File: src/rtl/lsu_mem_ctrl_pkg.sv
// Shared definitions for the load/store sequencer: funct3 codes, FSM states
// and the request legality check used when a request is accepted.
package lsu_mem_ctrl_pkg;

    localparam logic [2:0] F3_B  = 3'd0;
    localparam logic [2:0] F3_H  = 3'd1;
    localparam logic [2:0] F3_W  = 3'd2;
    localparam logic [2:0] F3_BU = 3'd4;
    localparam logic [2:0] F3_HU = 3'd5;

    typedef enum logic [1:0] {
        IDLE = 2'd0,
        BUS  = 2'd1,
        RESP = 2'd2,
        ERR  = 2'd3
    } lsu_state_e;

    // True when the request must be rejected without touching the bus.
    function automatic logic req_is_bad(input logic       is_store,
                                        input logic [2:0] funct3,
                                        input logic [1:0] addr_lo);
        logic illegal;
        logic misaligned;
        if (is_store) begin
            illegal = (funct3 != F3_B) && (funct3 != F3_H) && (funct3 != F3_W);
        end else begin
            illegal = (funct3 == 3'd3) || (funct3 == 3'd6) || (funct3 == 3'd7);
        end
        case (funct3)
            F3_H, F3_HU: misaligned = addr_lo[0];
            F3_W:        misaligned = (addr_lo != 2'b00);
            default:     misaligned = 1'b0;
        endcase
        return illegal | misaligned;
    endfunction

endpackage

File: src/rtl/lsu_store_aligner.sv
// Store lane steering: byte enables and lane-replicated write data for
// SB/SH/SW, derived from funct3 and the low address bits.
module lsu_store_aligner
    import lsu_mem_ctrl_pkg::*;
(
    input  logic [2:0]  funct3_i,
    input  logic [1:0]  addr_lo_i,
    input  logic [31:0] wdata_i,
    output logic [3:0]  be_o,
    output logic [31:0] wdata_o
);

    always_comb begin
        be_o    = 4'b1111;
        wdata_o = wdata_i;
        case (funct3_i)
            F3_B: begin
                be_o    = 4'b0001 << addr_lo_i;
                wdata_o = {4{wdata_i[7:0]}};
            end
            F3_H: begin
                be_o    = addr_lo_i[1] ? 4'b1100 : 4'b0011;
                wdata_o = {2{wdata_i[15:0]}};
            end
            default: begin
            end
        endcase
    end

endmodule

File: src/rtl/lsu_mem_ctrl.sv
// Load/store sequencer between the MEM stage and the data-memory bus: checks
// requests, runs one request/ack transaction with timeout, extends load data.
module lsu_mem_ctrl
    import lsu_mem_ctrl_pkg::*;
#(
    parameter int TIMEOUT_CYCLES = 16
) (
    input  logic        clk,
    input  logic        reset,
    input  logic        req_valid,
    output logic        req_ready,
    input  logic        req_is_store,
    input  logic [2:0]  req_funct3,
    input  logic [31:0] req_addr,
    input  logic [31:0] req_wdata,
    output logic        resp_valid,
    output logic [31:0] resp_rdata,
    output logic        exc_misaligned,
    output logic        exc_bus,
    output logic        stall,
    output logic        mem_req,
    output logic        mem_we,
    output logic [31:0] mem_addr,
    output logic [31:0] mem_wdata,
    output logic [3:0]  mem_be,
    input  logic        mem_ack,
    input  logic [31:0] mem_rdata
);

    localparam logic [7:0] TIMER_LAST = 8'(TIMEOUT_CYCLES - 1);

    lsu_state_e  state_q;
    logic [7:0]  timer_q;
    logic [31:0] addr_q;
    logic [2:0]  funct3_q;
    logic        is_store_q;
    logic [31:0] wdata_q;
    logic        mem_req_q;
    logic        resp_valid_q;
    logic [31:0] resp_rdata_q;
    logic        exc_mis_q;
    logic        exc_bus_q;

    logic [3:0]  st_be;
    logic [31:0] st_wdata;
    logic [31:0] load_ext_d;
    logic [7:0]  load_byte;
    logic [15:0] load_half;

    lsu_store_aligner u_store_aligner (
        .funct3_i  (funct3_q),
        .addr_lo_i (addr_q[1:0]),
        .wdata_i   (wdata_q),
        .be_o      (st_be),
        .wdata_o   (st_wdata)
    );

    always_comb begin
        load_byte = mem_rdata[7:0];
        case (addr_q[1:0])
            2'd0: load_byte = mem_rdata[7:0];
            2'd1: load_byte = mem_rdata[15:8];
            2'd2: load_byte = mem_rdata[23:16];
            2'd3: load_byte = mem_rdata[31:24];
            default: load_byte = mem_rdata[7:0];
        endcase
        load_half = addr_q[1] ? mem_rdata[31:16] : mem_rdata[15:0];
        case (funct3_q)
            F3_B:    load_ext_d = {{24{load_byte[7]}}, load_byte};
            F3_BU:   load_ext_d = {24'd0, load_byte};
            F3_H:    load_ext_d = {{16{load_half[15]}}, load_half};
            F3_HU:   load_ext_d = {16'd0, load_half};
            default: load_ext_d = mem_rdata;
        endcase
    end

    // Response fields are pulses: they default low and are set only on the
    // edge that enters RESP or ERR.
    always_ff @(posedge clk or posedge reset) begin
        if (reset) begin
            state_q      <= IDLE;
            timer_q      <= 8'd0;
            addr_q       <= 32'd0;
            funct3_q     <= 3'd0;
            is_store_q   <= 1'b0;
            wdata_q      <= 32'd0;
            mem_req_q    <= 1'b0;
            resp_valid_q <= 1'b0;
            resp_rdata_q <= 32'd0;
            exc_mis_q    <= 1'b0;
            exc_bus_q    <= 1'b0;
        end else begin
            resp_valid_q <= 1'b0;
            resp_rdata_q <= 32'd0;
            exc_mis_q    <= 1'b0;
            exc_bus_q    <= 1'b0;
            case (state_q)
                IDLE: begin
                    if (req_valid) begin
                        if (req_is_bad(req_is_store, req_funct3, req_addr[1:0])) begin
                            state_q      <= ERR;
                            resp_valid_q <= 1'b1;
                            exc_mis_q    <= 1'b1;
                        end else begin
                            state_q    <= BUS;
                            addr_q     <= req_addr;
                            funct3_q   <= req_funct3;
                            is_store_q <= req_is_store;
                            wdata_q    <= req_wdata;
                            timer_q    <= 8'd0;
                            mem_req_q  <= 1'b1;
                        end
                    end
                end
                BUS: begin
                    if (mem_ack) begin
                        state_q      <= RESP;
                        mem_req_q    <= 1'b0;
                        resp_valid_q <= 1'b1;
                        resp_rdata_q <= is_store_q ? 32'd0 : load_ext_d;
                    end else if (timer_q == TIMER_LAST) begin
                        state_q      <= ERR;
                        mem_req_q    <= 1'b0;
                        resp_valid_q <= 1'b1;
                        exc_bus_q    <= 1'b1;
                    end else begin
                        timer_q <= timer_q + 8'd1;
                    end
                end
                RESP:    state_q <= IDLE;
                ERR:     state_q <= IDLE;
                default: state_q <= IDLE;
            endcase
        end
    end

    assign req_ready      = (state_q == IDLE);
    assign resp_valid     = resp_valid_q;
    assign resp_rdata     = resp_rdata_q;
    assign exc_misaligned = exc_mis_q;
    assign exc_bus        = exc_bus_q;
    assign stall          = req_valid & ~resp_valid_q;

    // Bus fields come only from latched request state and are zero off-bus.
    assign mem_req   = mem_req_q;
    assign mem_we    = mem_req_q & is_store_q;
    assign mem_addr  = mem_req_q ? {addr_q[31:2], 2'b00} : 32'd0;
    assign mem_be    = !mem_req_q ? 4'b0000 : (is_store_q ? st_be : 4'b1111);
    assign mem_wdata = (mem_req_q & is_store_q) ? st_wdata : 32'd0;

endmodule

File: config.mk
export PLATFORM = sky130hd
export DESIGN_NAME = lsu_mem_ctrl
export DESIGN_NICKNAME = d
export VERILOG_FILES = /design/src/rtl/lsu_mem_ctrl_pkg.sv /design/src/rtl/lsu_store_aligner.sv /design/src/rtl/lsu_mem_ctrl.sv
export SDC_FILE = /design/constraint.sdc
export NUM_CORES = 1
export LEC_CHECK = 0
export CAP_MARGIN = 20
export CORE_AREA = 2 2 87 151
export DETAILED_ROUTE_END_ITERATION = 10
export DIE_AREA = 0 0 89 153
export HOLD_SLACK_MARGIN = 0.12
export PLACE_DENSITY = 0.83
export SLEW_MARGIN = 40
export SYNTH_ARGS = -nofsm -noshare
export SYNTH_HDL_FRONTEND = slang
export SYNTH_SLANG_ARGS = --single-unit
export TNS_END_PERCENT = 50
File: constraint.sdc
create_clock -name clk -period 10.65 [get_ports clk]
set_input_delay 1.065 -clock clk [delete_from_list [all_inputs] [get_ports clk]]
set_output_delay 1.065 -clock clk [all_outputs]
set_load 0.1 [all_outputs]
# Word level (Yosys, flattened, before mapping)
# Cells that the tools add are included.
[op_classes]
bitwise_logic = 5
n_reduce_logical = 16
addsub = 1
n_eq_ne = 23
mux = 42
shift = 1
[ops]
columns = ["op", "count"]
rows = [
  ["$mux W32", 5],
  ["$pmux W32 S4", 1],
  ["$pmux W32 S2", 1],
  ["$mux W8", 4],
  ["$pmux W8 S4", 1],
  ["$mux W1", 16],
  ["$mux W16", 1],
  ["$pmux W8 S2", 1],
  ["$eq A3 B3 Y1 const B", 5],
  ["$mux W4", 3],
  ["$add A8 B1 Y8 const B", 1],
  ["$eq A2 B2 Y1 const B", 4],
  ["$eq A8 B4 Y1 const B", 1],
  ["$mux W2", 4],
  ["$ne A2 B2 Y1 const B", 4],
  ["$pmux W4 S2", 1],
  ["$eq A3 B1 Y1 const B", 2],
  ["$eq A3 B2 Y1 const B", 2],
  ["$pmux W1 S2", 3],
  ["$pmux W2 S3", 1],
  ["$reduce_and A5 Y1", 1],
  ["$eq A2 B1 Y1 const B", 2],
  ["$logic_not A2 Y1", 2],
  ["$reduce_and A4 Y1", 1],
  ["15 further kinds", 21],
]
[word_totals]
inputBits = 104
elab_cells = 99
ff_bits = 114
output_inout_bits = 107

# Depth between registers and ports, before layout
# Gate-level depths: netlist of run 1.
[depth]
ltp_word = 10
ltp_mapped = 7

# By module
# A second synthesis of run 1 with hierarchy kept.
[hier_totals]
hier_cells = 505
hier_area_um2 = 5674.2
[by_module_without_submodules]
columns = ["mod", "area_per_inst_um2", "cells_per_inst", "n_inst", "seq_area_each_um2"]
rows = [
  ["lsu_mem_ctrl", 5159.9, 442, 1, 2852.7],
  ["lsu_store_aligner", 514.2, 63, 1, 0.0],
]

# Least setup slack after synthesis of run 1
# OpenSTA, ideal clock, no wires.
[synth_path]
path_kind = "register to output"
start = "reg mem_req_q, in the netlist mem_req"
end = "out mem_wdata[28]"
path_stages_with_launch = 4
arrival_ns = 3.742
setup_slack_ns = 5.843
cell_sequence = "dfrtp_1 nand2_1 clkbuf_1 a211oi_1"
[synth_between]
elab_chain_len = 2
[synth_lines]
columns = ["item", "line_no", "rtl"]
rows = [
  ["start: declaration", "lsu_mem_ctrl.sv:38", "logic mem_req_q;"],
  ["start signal: assignment", "lsu_mem_ctrl.sv:87", "mem_req_q <= 1'b0;"],
  ["start signal: assignment", "lsu_mem_ctrl.sv:111", "mem_req_q <= 1'b1;"],
  ["start signal: assignment", "lsu_mem_ctrl.sv:118", "mem_req_q <= 1'b0;"],
  ["$and A1 B1 Y1", "lsu_mem_ctrl.sv:149", "assign mem_wdata = (mem_req_q & is_store_q) ? st_wdata : 32'd0;"],
  ["$mux W32", "lsu_mem_ctrl.sv:149", ""],
  ["end: declaration", "lsu_mem_ctrl.sv:24", "output logic [31:0] mem_wdata,"],
]
# Every way passes these cells.

# Worst setup path in the final report of run 1
[layout_path]
start = "reg funct3_q[1]"
end = "out mem_wdata[9]"
[layout_between]
elab_chain_len = 3
[layout_lines]
columns = ["item", "line_no", "rtl"]
rows = [
  ["start: declaration", "lsu_mem_ctrl.sv:35", "logic [2:0] funct3_q;"],
  ["start signal: assignment", "lsu_mem_ctrl.sv:107", "funct3_q <= req_funct3;"],
  ["$eq A3 B1 Y1 or $logic_not A3 Y1 (tied branches)", "lsu_store_aligner.sv:16", "case (funct3_i)"],
  ["$pmux W32 S2 *", "lsu_store_aligner.sv:16", ""],
  ["$mux W32 *", "lsu_mem_ctrl.sv:149", ""],
]
# Mark *: on every way between the ends. The rest lies on a longest branch, timed or not.

==> results.py, run 1 <==
metrics = {
    "floorplan": {
        "io_pins": 211,
        "initial_core_util": 0.477,
        "dieHeight_um": 153,
        "die_w_um": 89,
        "rows": 54,
        "dieArea_um2": 13600,
        "core_um2": 12400,
    },
    "place": {
        "dpl_worst_slack_ps": 7180,
        "hpwl_um": 11600,
        "gp_congestion": 0.912,
        "portBuffers": 208,
        "dp.cells": 851,
    },
    "setup_path": {
        "worst_setup_path_start_kind": "register",
        "slowest_stage": "dfrtp_1",
        "cp_num_buf_inv": 1,
        "crit_arrival_ps": 2800,
        "slowest_delay_ps": 620,
        "path_class": "register to primary output",
        "r2r_slack_ps": 8040,
        "cp_max_fo": 18,
        "rr_startpoint": "funct3_q[1]",
        "required_ps": 9590,
        "path_cells": "or2_1 -> nor2_2 -> nand2_1 -> a21oi_1 -> buf_2",
        "r2r-end": "resp_rdata[9]",
        "r2r_cells": 4,
        "endpoint_kind": "primary output",
        "cp_top_family": "simple AND/OR/NAND/NOR gates",
    },
    "sta": {
        "rsz0062_at_grt": "no",
        "hold_ws_ps": 504,
        "worst_slack_ps": 6780,
        "tightest_slew_ps": 736,
        "fin_skew_ps": 7.03,
        "min_period_ps": 3870,
        "final.period_utilization": 0.363,
        "tns_ps": 0,
        "setup_viol": 0,
        "finalMaxSlewViolations": 0,
        "slew-limit-headroom": 0.505,
        "hold_viol": 0,
        "fmax_mhz": 258,
    },
    "finish": {
        "mostFrequentLayoutCells": "dfrtp_1 (111), buf_2 (105), clkdlybuf4s50_1 (103)",
        "final_common_cell": "dfrtp_1",
        "drive_gt1_frac": 0.320,
        "final_cells": 884,
        "antenna_cells": 0,
        "areaGrowthSynthToFinish_pct": 36.3,
        "nNetsFinal": 808,
    },
    "worst_hold_path": {
        "hold_depth": 1,
        "holdPathEnd": "addr_q[31]",
        "hold_path_startpoint": "addr_q[31]",
        "hp-class": "register to register",
    },
    "global_routing": {
        "grtUsageTotal": 0.246,
        "grt_antenna_before_repair": 0,
        "gr-total-overflow": 0,
        "grt_max_degree": 67,
        "grt_pass1_vias": 4959,
        "grt_pass1_wl_um": 25400,
    },
    "routing": {
        "viasPerCell": 5.35,
        "via_count": 4727,
        "top_layer_used": "met4",
        "wl_met1_um": 6200,
        "post_drt_wl_per_cell_um": 18.6,
        "totalWireLength_um": 16400,
        "drt-initial-drc-count": 272,
        "ant_nets": 0,
        "met2_length_um": 8610,
        "met3WireLength_um": 891,
        "firstDrtPassIters": 5,
        "drcViolationCount": 0,
    },
    "clock_network": {
        "ctsHtreeMaxLevel": 4,
        "root_buffer": "clkbuf_16",
        "clockBufferDepth": 2,
        "cts_made_buffers": 17,
        "clk_pin_slew_worst_paths_ps": 50,
        "cts_num_sinks": 114,
        "cts_hold_buf": 0,
        "post_cts_buffers": 0,
        "clk_latency_ps": 410,
        "cts_resized": 0,
        "cts_tree": "yes",
    },
    "yosys": {
        "syn_area_um2": 5930,
        "yosys_register_bits": 114,
        "synth_cell_type_count": 46,
        "synth_ff_type": "dfrtp_1",
        "avgSynthCellArea_um2": 11.7,
        "synth_cells": 508,
        "ys_seq_area_frac": 0.481,
        "async_flop_share": 1.00,
        "ys_warn_count": 0,
        "synth_edf_count": 0,
    },
    "run_status": {
        "status": "completed",
    },
    "job": {
        "max_cap_viol_count": 0,
    },
}
-- flip-flops by register name, summed over array words and instances (netlist names) --
name            flops
timer_q             8
funct3_q            3
is_store_q          1
resp_valid          1
exc_bus             1
exc_misaligned      1
addr_q             32
mem_req             1
state_q             2
resp_rdata         32
wdata_q            32
-- per-layer routing --
metal	GRT usage	vias up
met4	0.127	0
met2	0.423	200
met1	0.270	2317
li1	-	2163
met3	0.0632	47
met5	0	-
-- cell families (layout without fill, tap and decap cells) --
| kind of cell | count (synthesis) | in the layout | share of synthesized area |
|---|---|---|---|
| AO/OA/AOI/OAI | 100 | 100 | 0.116 |
| adder cells (fa/ha/maj) | 1 | 1 | 0.00211 |
| buffers and inverters | 53 | 260 | 0.0593 |
| flip-flops | 114 | 114 | 0.481 |
| multiplexers | 92 | 92 | 0.215 |
| other | 1 | 2 | 0.000632 |
| AND/OR/NAND/NOR | 147 | 147 | 0.126 |
-- through the flow --
| stage | instance area [µm²] | utilization |
|---|---|---|
| after floorplan | 5940 | - |
| after detailed placement | 7480 | 0.602 |
| after global placement | 7950 | 0.640 |
| after global routing | 8090 | 0.650 |
| after CTS | 8060 | 0.648 |
| final | 8090 | 0.650 |
-- worst max path at each step --
stage	from	endpoint	cells after the start
finish	funct3_q[1]	mem_wdata[9]	5
global route	funct3_q[1]	mem_wdata[12]	5
CTS	funct3_q[1]	mem_wdata[9]	5
detailed placement	funct3_q[1]	mem_wdata[9]	5
global placement	mem_req	mem_wdata[24]	3
floorplan	mem_req	mem_wdata[28]	3
-- cell usage after synthesis (2+ instances only) --
cell,n,area (µm²)
a21oi_1,24,120
nand3_1,6,30.0
o22ai_1,2,12.5
clkbuf_1,20,75.1
buf_6,4,45.0
nor4_2,2,25.0
nand2b_1,9,56.3
o221a_2,2,22.5
dfrtp_1,114,2850
buf_12,6,120
mux2i_1,21,210
buf_2,5,25.0
a31oi_1,3,18.8
nor2_1,22,82.6
nor3_1,4,20.0
a211oi_1,18,135
or3b_1,2,17.5
nand2_1,53,199
o21ai_0,21,105
mux2_4,68,1020
buf_4,2,15.0
inv_1,15,56.3
and3_1,10,62.6
and2_1,31,194
a21o_1,16,120
nor2_2,2,12.5
a221oi_1,7,61.3
-- final cells by class --
cell class / count / area, µm²
Multi-Input combinational cell: 342 / 2740
Sequential cell: 114 / 2860
Clock inverter: 13 / 136
Inverter: 15 / 58.8
Tap cell: 168 / 210
Fill cell: 988 / 4350
Timing Repair Buffer: 213 / 1640
Clock buffer: 19 / 443
Power of run 1 is left out: the tool's default activity adds up to more than one toggle a clock period on the data nets, which glitch-free logic cannot reach.
==> inputs of run 2 (changes only) <==
--- a/config.mk
+++ b/config.mk
@@ -6,11 +6,11 @@
 export NUM_CORES = 1
 export LEC_CHECK = 0
 export CAP_MARGIN = 20
-export CORE_AREA = 2 2 87 151
+export CORE_AREA = 2 2 94 165
 export DETAILED_ROUTE_END_ITERATION = 10
-export DIE_AREA = 0 0 89 153
+export DIE_AREA = 0 0 96 167
 export HOLD_SLACK_MARGIN = 0.12
-export PLACE_DENSITY = 0.83
+export PLACE_DENSITY = 0.75
 export SLEW_MARGIN = 40
 export SYNTH_ARGS = -nofsm -noshare
 export SYNTH_HDL_FRONTEND = slang
==> constraint.sdc (replaced) <==
create_clock -name clk -period 3.2 [get_ports clk]
set_input_delay 0.32 -clock clk [delete_from_list [all_inputs] [get_ports clk]]
set_output_delay 0.32 -clock clk [all_outputs]
set_load 0.1 [all_outputs]
==> run 2 against run 1 <==
  * Global-route usage decreased by 2.7 points
  * Flip-flop and latch count unchanged
  * Die area increased by 18%
  * First-iteration DRC count decreased by 13%
  * Sequential share of layout area decreased by 2.4 points
  * Clock-buffer cell count increased by 1
  * Core utilization decreased by 6.1 points
  * Clock skew decreased by 1.4 ps
  * Worst setup slack got worse by 6300 ps
  * Critical endpoint is now mem_wdata[30]
==> results.py, run 2 (same netlist as run 1, synthesis figures left out) <==
metrics = {
    "finish": {
        "drive_gt1_frac": 0.319,
        "final_cells": 905,
        "nNetsFinal": 813,
        "final_common_cell": "dfrtp_1",
        "mostFrequentLayoutCells": "dfrtp_1 (114), clkdlybuf4s50_1 (103), mux2_4 (68)",
        "final_area_um2": 8650,
        "areaGrowthSynthToFinish_pct": 45.8,
    },
    "setup_path": {
        "path_class": "register to primary output",
        "cp_max_fo": 25,
        "cp_top_family": "flip-flops",
        "endpoint_kind": "primary output",
        "slowest_delay_ps": 610,
        "worst_setup_path_start_kind": "register",
        "crit_arrival_ps": 2440,
        "required_ps": 2880,
        "cp_num_buf_inv": 1,
        "path_cells": "nand2_1 -> a211oi_1 -> buf_12",
        "slowest_stage": "dfrtp_1",
    },
    "place": {
        "hpwl_um": 12600,
        "placed_area_um2": 8050,
        "gp_congestion": 0.869,
        "dp.cells": 872,
        "portBuffers": 208,
        "dpl_worst_slack_ps": 651,
    },
    "global_routing": {
        "grt_max_degree": 78,
        "gr-total-overflow": 0,
        "grt_pass1_vias": 4968,
        "grt_antenna_before_repair": 2,
        "grt_pass1_wl_um": 26500,
        "grtUsageTotal": 0.219,
    },
    "sta": {
        "hold_ws_ps": 143,
        "hold_viol": 0,
        "worst_slack_ps": 441,
        "finalMaxSlewViolations": 0,
        "min_period_ps": 2760,
        "final.period_utilization": 0.862,
        "slew-limit-headroom": 0.437,
        "setup_viol": 0,
        "rsz0062_at_grt": "no",
        "tightest_slew_ps": 842,
        "fin_skew_ps": 5.62,
        "fmax_mhz": 362,
    },
    "worst_hold_path": {
        "hp-class": "input port to async pin",
    },
    "routing": {
        "totalWireLength_um": 16900,
        "viasPerCell": 5.21,
        "firstDrtPassIters": 4,
        "drt-initial-drc-count": 236,
        "drcViolationCount": 0,
        "post_drt_wl_per_cell_um": 18.7,
        "ant_nets": 0,
        "via_count": 4712,
    },
    "floorplan": {
        "initial_core_util": 0.404,
        "dieHeight_um": 167,
        "dieArea_um2": 16000,
        "die_w_um": 96,
        "rows": 59,
        "core_um2": 14700,
        "io_pins": 211,
    },
    "clock_network": {
        "clk_pin_slew_worst_paths_ps": 50,
        "cts_made_buffers": 17,
        "cts_num_sinks": 114,
        "clk_latency_ps": 410,
        "cts_resized": 0,
        "cts_hold_buf": 0,
        "post_cts_buffers": 0,
        "clockBufferDepth": 2,
        "cts_tree": "yes",
        "ctsHtreeMaxLevel": 4,
        "root_buffer": "clkbuf_16",
    },
    "power": {
        "power-per-cell-area_nw_per_um2": 1240,
        "p_leak_nw": 4.33,
        "ir_drop_v": 0.000663,
        "power_mw": 10.7,
    },
    "run_status": {
        "status": "completed",
    },
    "job": {
        "max_cap_viol_count": 0,
    },
}
==> run 2: cell types whose count changed in the layout (fill, tap and decap cells not counted), moves of 2 or more <==
cell	change
buf_12	+28
clkinv_4	-2
diode_2	+2
dfrtp_2	-3
buf_4	+50
clkbuf_8	+2
dfrtp_1	+3
clkinv_2	+2
buf_2	-70
==> run 2: report_power, final <==
group	switching [mW]	internal (mW)
registers	0.459	1.98
logic	4.36	1.99
clock network	0.634	1.27
total	5.45	5.24
==> run 2: per-layer routing <==
metal / wire length (µm) / up-vias / GRT usage
met5: 0 / - / 0
met4: 684 / 0 / 0.104
met3: 890 / 39 / 0.0443
met2: 9550 / 190 / 0.396
met1: 5820 / 2307 / 0.234
li1: - / 2176 / -
==> run 2: layout make-up <==
| cell class | count | area, µm² |
|---|---|---|
| Antenna cell | 2 | 5.00 |
| Fill cell | 1203 | 6040 |
| Sequential cell | 114 | 2850 |
| Clock buffer | 20 | 467 |
| Inverter | 15 | 60.1 |
| Multi-Input combinational cell | 342 | 2740 |
| Clock inverter | 11 | 135 |
| Timing Repair Buffer | 218 | 2170 |
| Tap cell | 183 | 229 |
==> run 2: path summary, 6_finish.rpt <==
path,startpoint,to,slack [ps],cells after the start
setup / recovery,is_store_q,mem_wdata[30],440,3
max in group asynchronous,reset,wdata_q[25],2410,3
hold / removal,reset,resp_rdata[16],140,2
min in group clk,addr_q[12],addr_q[12],500,1
hold reg to reg,addr_q[12],addr_q[12],500,1
setup reg to reg,state_q[1],resp_rdata[16],980,4
==> run 2: stage by stage <==
stage	util	TNS (ps)
global placement	0.560	0
finish	0.589	0
floorplan	-	-7620
global route	0.589	0
CTS	0.589	0
detailed placement	0.548	0
(Power assumes the default switching activity.)
==> inputs of run 3 (changes only) <==
--- a/config.mk
+++ b/config.mk
@@ -6,11 +6,11 @@
 export NUM_CORES = 1
 export LEC_CHECK = 0
 export CAP_MARGIN = 20
-export CORE_AREA = 2 2 94 165
+export CORE_AREA = 2 2 89 156
 export DETAILED_ROUTE_END_ITERATION = 10
-export DIE_AREA = 0 0 96 167
+export DIE_AREA = 0 0 91 158
 export HOLD_SLACK_MARGIN = 0.12
-export PLACE_DENSITY = 0.75
+export PLACE_DENSITY = 0.79
 export SLEW_MARGIN = 40
 export SYNTH_ARGS = -nofsm -noshare
 export SYNTH_HDL_FRONTEND = slang
==> constraint.sdc (replaced) <==
create_clock -name clk -period 2.6 [get_ports clk]
set_input_delay 0.26 -clock clk [delete_from_list [all_inputs] [get_ports clk]]
set_output_delay 0.26 -clock clk [all_outputs]
set_load 0.1 [all_outputs]
==> run 3 against run 2 <==
  * Die area is 10% lower
  * Global-route usage increased by 2.6 points
  * Power increased by 27%
  * Worst setup slack worse by 190 ps
  * Clock-buffer cell count down 3
  * Register-to-register slack lost 430 ps
  * Flip-flop and latch count stayed put
  * Critical path depth grew 1
  * Sequential power increased by 25%
  * First-iteration DRC count fell by 2.5%
  * Critical path type unchanged
  * Largest cell class unchanged
==> results.py, run 3 (same netlist as run 1, synthesis figures left out) <==
metrics = {
    "finish": {
        "antenna_cells": 0,
        "final_util": 0.679,
        "final_common_cell": "dfrtp_1",
        "areaGrowthSynthToFinish_pct": 50.8,
        "nNetsFinal": 819,
        "multi_input_area_um2": 2840,
        "drive_gt1_frac": 0.362,
        "fill_cells": 971,
        "mostFrequentLayoutCells": "dfrtp_1 (112), clkdlybuf4s50_1 (103), buf_4 (88)",
        "ff_latch_area_um2": 2860,
    },
    "sta": {
        "hold_ws_ps": 236,
        "tns_ps": 0,
        "finalMaxSlewViolations": 0,
        "fin_skew_ps": 9.88,
        "hold_viol": 0,
        "final.period_utilization": 0.903,
        "min_period_ps": 2350,
        "setup_viol": 0,
        "slew-limit-headroom": 0.535,
        "rsz0062_at_grt": "no",
        "fmax_mhz": 426,
        "tightest_slew_ps": 692,
    },
    "global_routing": {
        "gr-total-overflow": 0,
        "grt_max_degree": 55,
        "grtUsageTotal": 0.245,
        "grt_pass1_vias": 5048,
        "grt_pass1_wl_um": 27200,
        "grt_antenna_before_repair": 0,
    },
    "floorplan": {
        "io_pins": 211,
        "rows": 56,
        "die_w_um": 91,
        "core_um2": 13200,
        "initial_core_util": 0.450,
        "dieArea_um2": 14400,
        "dieHeight_um": 158,
    },
    "routing": {
        "ant_nets": 0,
        "post_drt_wl_per_cell_um": 19.3,
        "totalWireLength_um": 17400,
        "viasPerCell": 5.37,
        "drcViolationCount": 0,
        "via_count": 4840,
        "drt-initial-drc-count": 230,
        "firstDrtPassIters": 4,
    },
    "power": {
        "ir_drop_v": 0.000889,
        "internal_power_mw": 6.61,
        "seqPwrFrac": 0.223,
        "p_comb_frac": 0.597,
        "pwr-share-clk": 0.180,
        "p_sw_mw": 7.02,
        "swShare": 0.515,
        "power-per-cell-area_nw_per_um2": 1520,
        "p_leak_nw": 4.38,
    },
    "setup_path": {
        "crit_arrival_ps": 2090,
        "worst_setup_path_start_kind": "register",
        "required_ps": 2340,
        "path_class": "register to primary output",
        "cp_max_fo": 24,
        "endpoint_kind": "primary output",
    },
    "place": {
        "gp_congestion": 0.893,
        "hpwl_um": 12300,
        "portBuffers": 208,
    },
    "job": {
        "max_cap_viol_count": 0,
    },
    "clock_network": {
        "clockBufferDepth": 2,
        "post_cts_buffers": 0,
        "clk_latency_ps": 410,
        "root_buffer": "clkbuf_16",
        "clk_pin_slew_worst_paths_ps": 60,
        "cts_num_sinks": 114,
        "cts_made_buffers": 17,
        "cts_tree": "yes",
        "cts_hold_buf": 0,
        "cts_resized": 0,
        "ctsHtreeMaxLevel": 4,
    },
    "worst_hold_path": {
        "hp-class": "input port to async pin",
    },
    "run_status": {
        "status": "completed",
    },
}
-- run 3: changes by cell type in the layout (fill, tap and decap cells not counted), sizes merged --
cell	previous run	this run
inv	14	21
clkbuf	20	17
buf	115	121
clkinvlp	3	2
diode	2	0
clkinv	6	4
-- run 3: layout make-up --
class,instances,area share
multi-input cells,342,0.318
clock inverters,15,0.0219
clock buffers,17,0.0475
well taps,174,0.0243
repair buffers,224,0.263
flip-flops and latches,114,0.319
inverters,15,0.00671
-- run 3: stage by stage --
| stage | instance area [µm²] | setup slack [ps] | std cells | power [mW] |
|---|---|---|---|---|
| floorplan | 6050 | -380 | 509 | 9.04 |
| global placement | 8330 | 374 | 869 | 11.0 |
| detailed placement | 8330 | 286 | 869 | 11.1 |
| CTS | 8950 | 31.4 | 901 | 13.7 |
| global route | 8950 | 128 | 901 | 14.1 |
| finish | 8950 | 251 | 901 | 13.6 |
-- run 3: power groups by stage --
| stage | clock network, mW | registers [mW] | logic [mW] |
|---|---|---|---|
| detailed placement | 0 | 3.04 | 8.11 |
| CTS | 2.48 | 3.03 | 8.16 |
| global route | 2.58 | 3.12 | 8.43 |
| finish | 2.46 | 3.04 | 8.13 |
| global placement | 0 | 3.00 | 8.00 |
| floorplan | 0 | 3.42 | 5.63 |
-- run 3: layer usage --
layer | share of wire | track usage | vias to the layer above
met5 | 0 | 0 | -
met4 | 0.037 | 0.113 | 0
met3 | 0.056 | 0.0609 | 44
met2 | 0.54 | 0.430 | 206
met1 | 0.37 | 0.279 | 2401
li1 | - | - | 2189
-- run 3: path summary, 6_finish.rpt --
| path | from | endpoint | slack [ps] | depth (start not counted) |
|---|---|---|---|---|
| max | funct3_q[0] | mem_wdata[8] | 250 | 4 |
| min | reset | addr_q[3] | 240 | 2 |
| max in group asynchronous | reset | mem_req | 1700 | 3 |
| max reg2reg | timer_q[0] | timer_q[6] | 550 | 5 |
| min in group clk | mem_rdata[13] | resp_rdata[13] | 450 | 3 |
| min reg2reg | addr_q[28] | addr_q[28] | 510 | 1 |
-- run 3: critical path: stages, from the launching register on --
cell	delay, ps
dfrtp_2	590
nor2_2	510
nand2_1	140
a21oi_2	220
buf_12	200
==> patch (settings of run 1) <==
Re-encode `lsu_state_e` (4 states) as one-hot, 4 bits wide.
--- a/src/rtl/lsu_mem_ctrl_pkg.sv
+++ b/src/rtl/lsu_mem_ctrl_pkg.sv
@@ -8,11 +8,11 @@
     localparam logic [2:0] F3_BU = 3'd4;
     localparam logic [2:0] F3_HU = 3'd5;
 
-    typedef enum logic [1:0] {
-        IDLE = 2'd0,
-        BUS  = 2'd1,
-        RESP = 2'd2,
-        ERR  = 2'd3
+    typedef enum logic [3:0] {
+        IDLE = 4'b0001,
+        BUS  = 4'b0010,
+        RESP = 4'b0100,
+        ERR  = 4'b1000
     } lsu_state_e;
 
     // True when the request must be rejected without touching the bus.
Formal check against the unedited RTL: no difference found for any inputs over 4 cycles, from zero or initial values and one cycle with reset high; so few cycles prove little.
==> patch against run 1 <==
  * Synthesized area shrank 5.2%
  * Sequential cell count grew 2
  * Global-route usage is 0.73 points higher
  * First-iteration DRC count increased by 22%
  * Die area stayed put
  * Design area is 3.0% lower
  * Setup slack worse by 0.050 ns
  * Wire length rose by 3.1%
Power is left out: the tool's default activity adds up to more than one toggle a clock period on the data nets, which glitch-free logic cannot reach.
==> patch: results (changes against run 1) <==
* Status: finished, final reports clean
* Layout clock area frac at 0.0705 (-0.00113)
* Met2 routed WL at 8.97 mm (+4.2%)
* Crit Path Max Fanout at 17 (-1)
* Leading cell types by count after synthesis: dfrtp_1 (115), nand2_1 (56), mux2_2 (54), a21oi_1 (40), and2_1 (32)
* Slew HR at 0.449 (-0.0559)
* DP Area at 7280 um2 (-2.7%)
* Clock Sinks at 116 (+1.8%)
* Post-route insts no fill at 911 (+3.1%)
* Via density at 5.49 (+2.7%)
* Distinct cells, synth at 50 (+8.7%)
* Fraction of layout cells with a size suffix above 1 at 0.291 (-0.0291)
* Syn Area/Cell at 10.5 um2 (-10%)
* Post-Route M1 WL at 6.17 mm (-0.52%)
* Plain + repair buffers at 212 (-0.47%)
* Crit path DAT at 2.85 ns (+0.05 ns)
* TritonRoute pass-1 iters at 7 (+2)
* Register area share after synthesis at 0.516 (+0.0357)
* Total track usage at 0.253 (+0.00729)
* First-pass GRT wire length at 26.2 mm (+3.0%)
* Post-DP HPWL at 12.2 mm (+5.4%)
* Non-clk invs at 31 (+16)
* Core Util, Final at 0.631 (-0.0195)
* Synth top area cells: dfrtp_1 (51%), mux2_2 (11%), nand2_1 (3.7%), a21oi_1 (3.6%), and2_1 (3.6%)
* Placed Cells at 879 (+3.3%)
* HP Start: addr_q[15]$_DFFE_PP0P_
* Clock Skew at 0.00766 ns (+0.000625 ns)
patch: cell count changes in the layout (fill, tap and decap cells not counted), sizes merged, moves of 7 or more:
cell,change
inv,+16
mux2i,-11
a211oi,-10
nor2,-7
a21o,-15
nand2b,-8
o21ai,+9
a21oi,+26
patch: cells by family after synthesis:
logic type | share of synthesized area
buffers and inverters | 0.0503
xor gates and xnor gates | 0.00156
DFF | 0.516
muxes | 0.160
AOI/OAI and AO/OA | 0.140
and+or+nand+nor | 0.128
other | 0.000667
adders and majority gates | 0.00222
patch: final timing paths:
check / cells past startpoint / slack (ns) / endpoint
max: 5 / 6.73 / mem_wdata[9]
min: 1 / 0.49 / addr_q[15]$_DFFE_PP0P_
max reg2reg: 4 / 8.03 / resp_rdata[10]$_DFF_PP0_
min reg2reg: 1 / 0.49 / addr_q[15]$_DFFE_PP0P_
max in group asynchronous: 3 / 8.54 / mem_req$_DFFE_PP0P_
min in group asynchronous: 2 / 1.01 / addr_q[4]$_DFFE_PP0P_
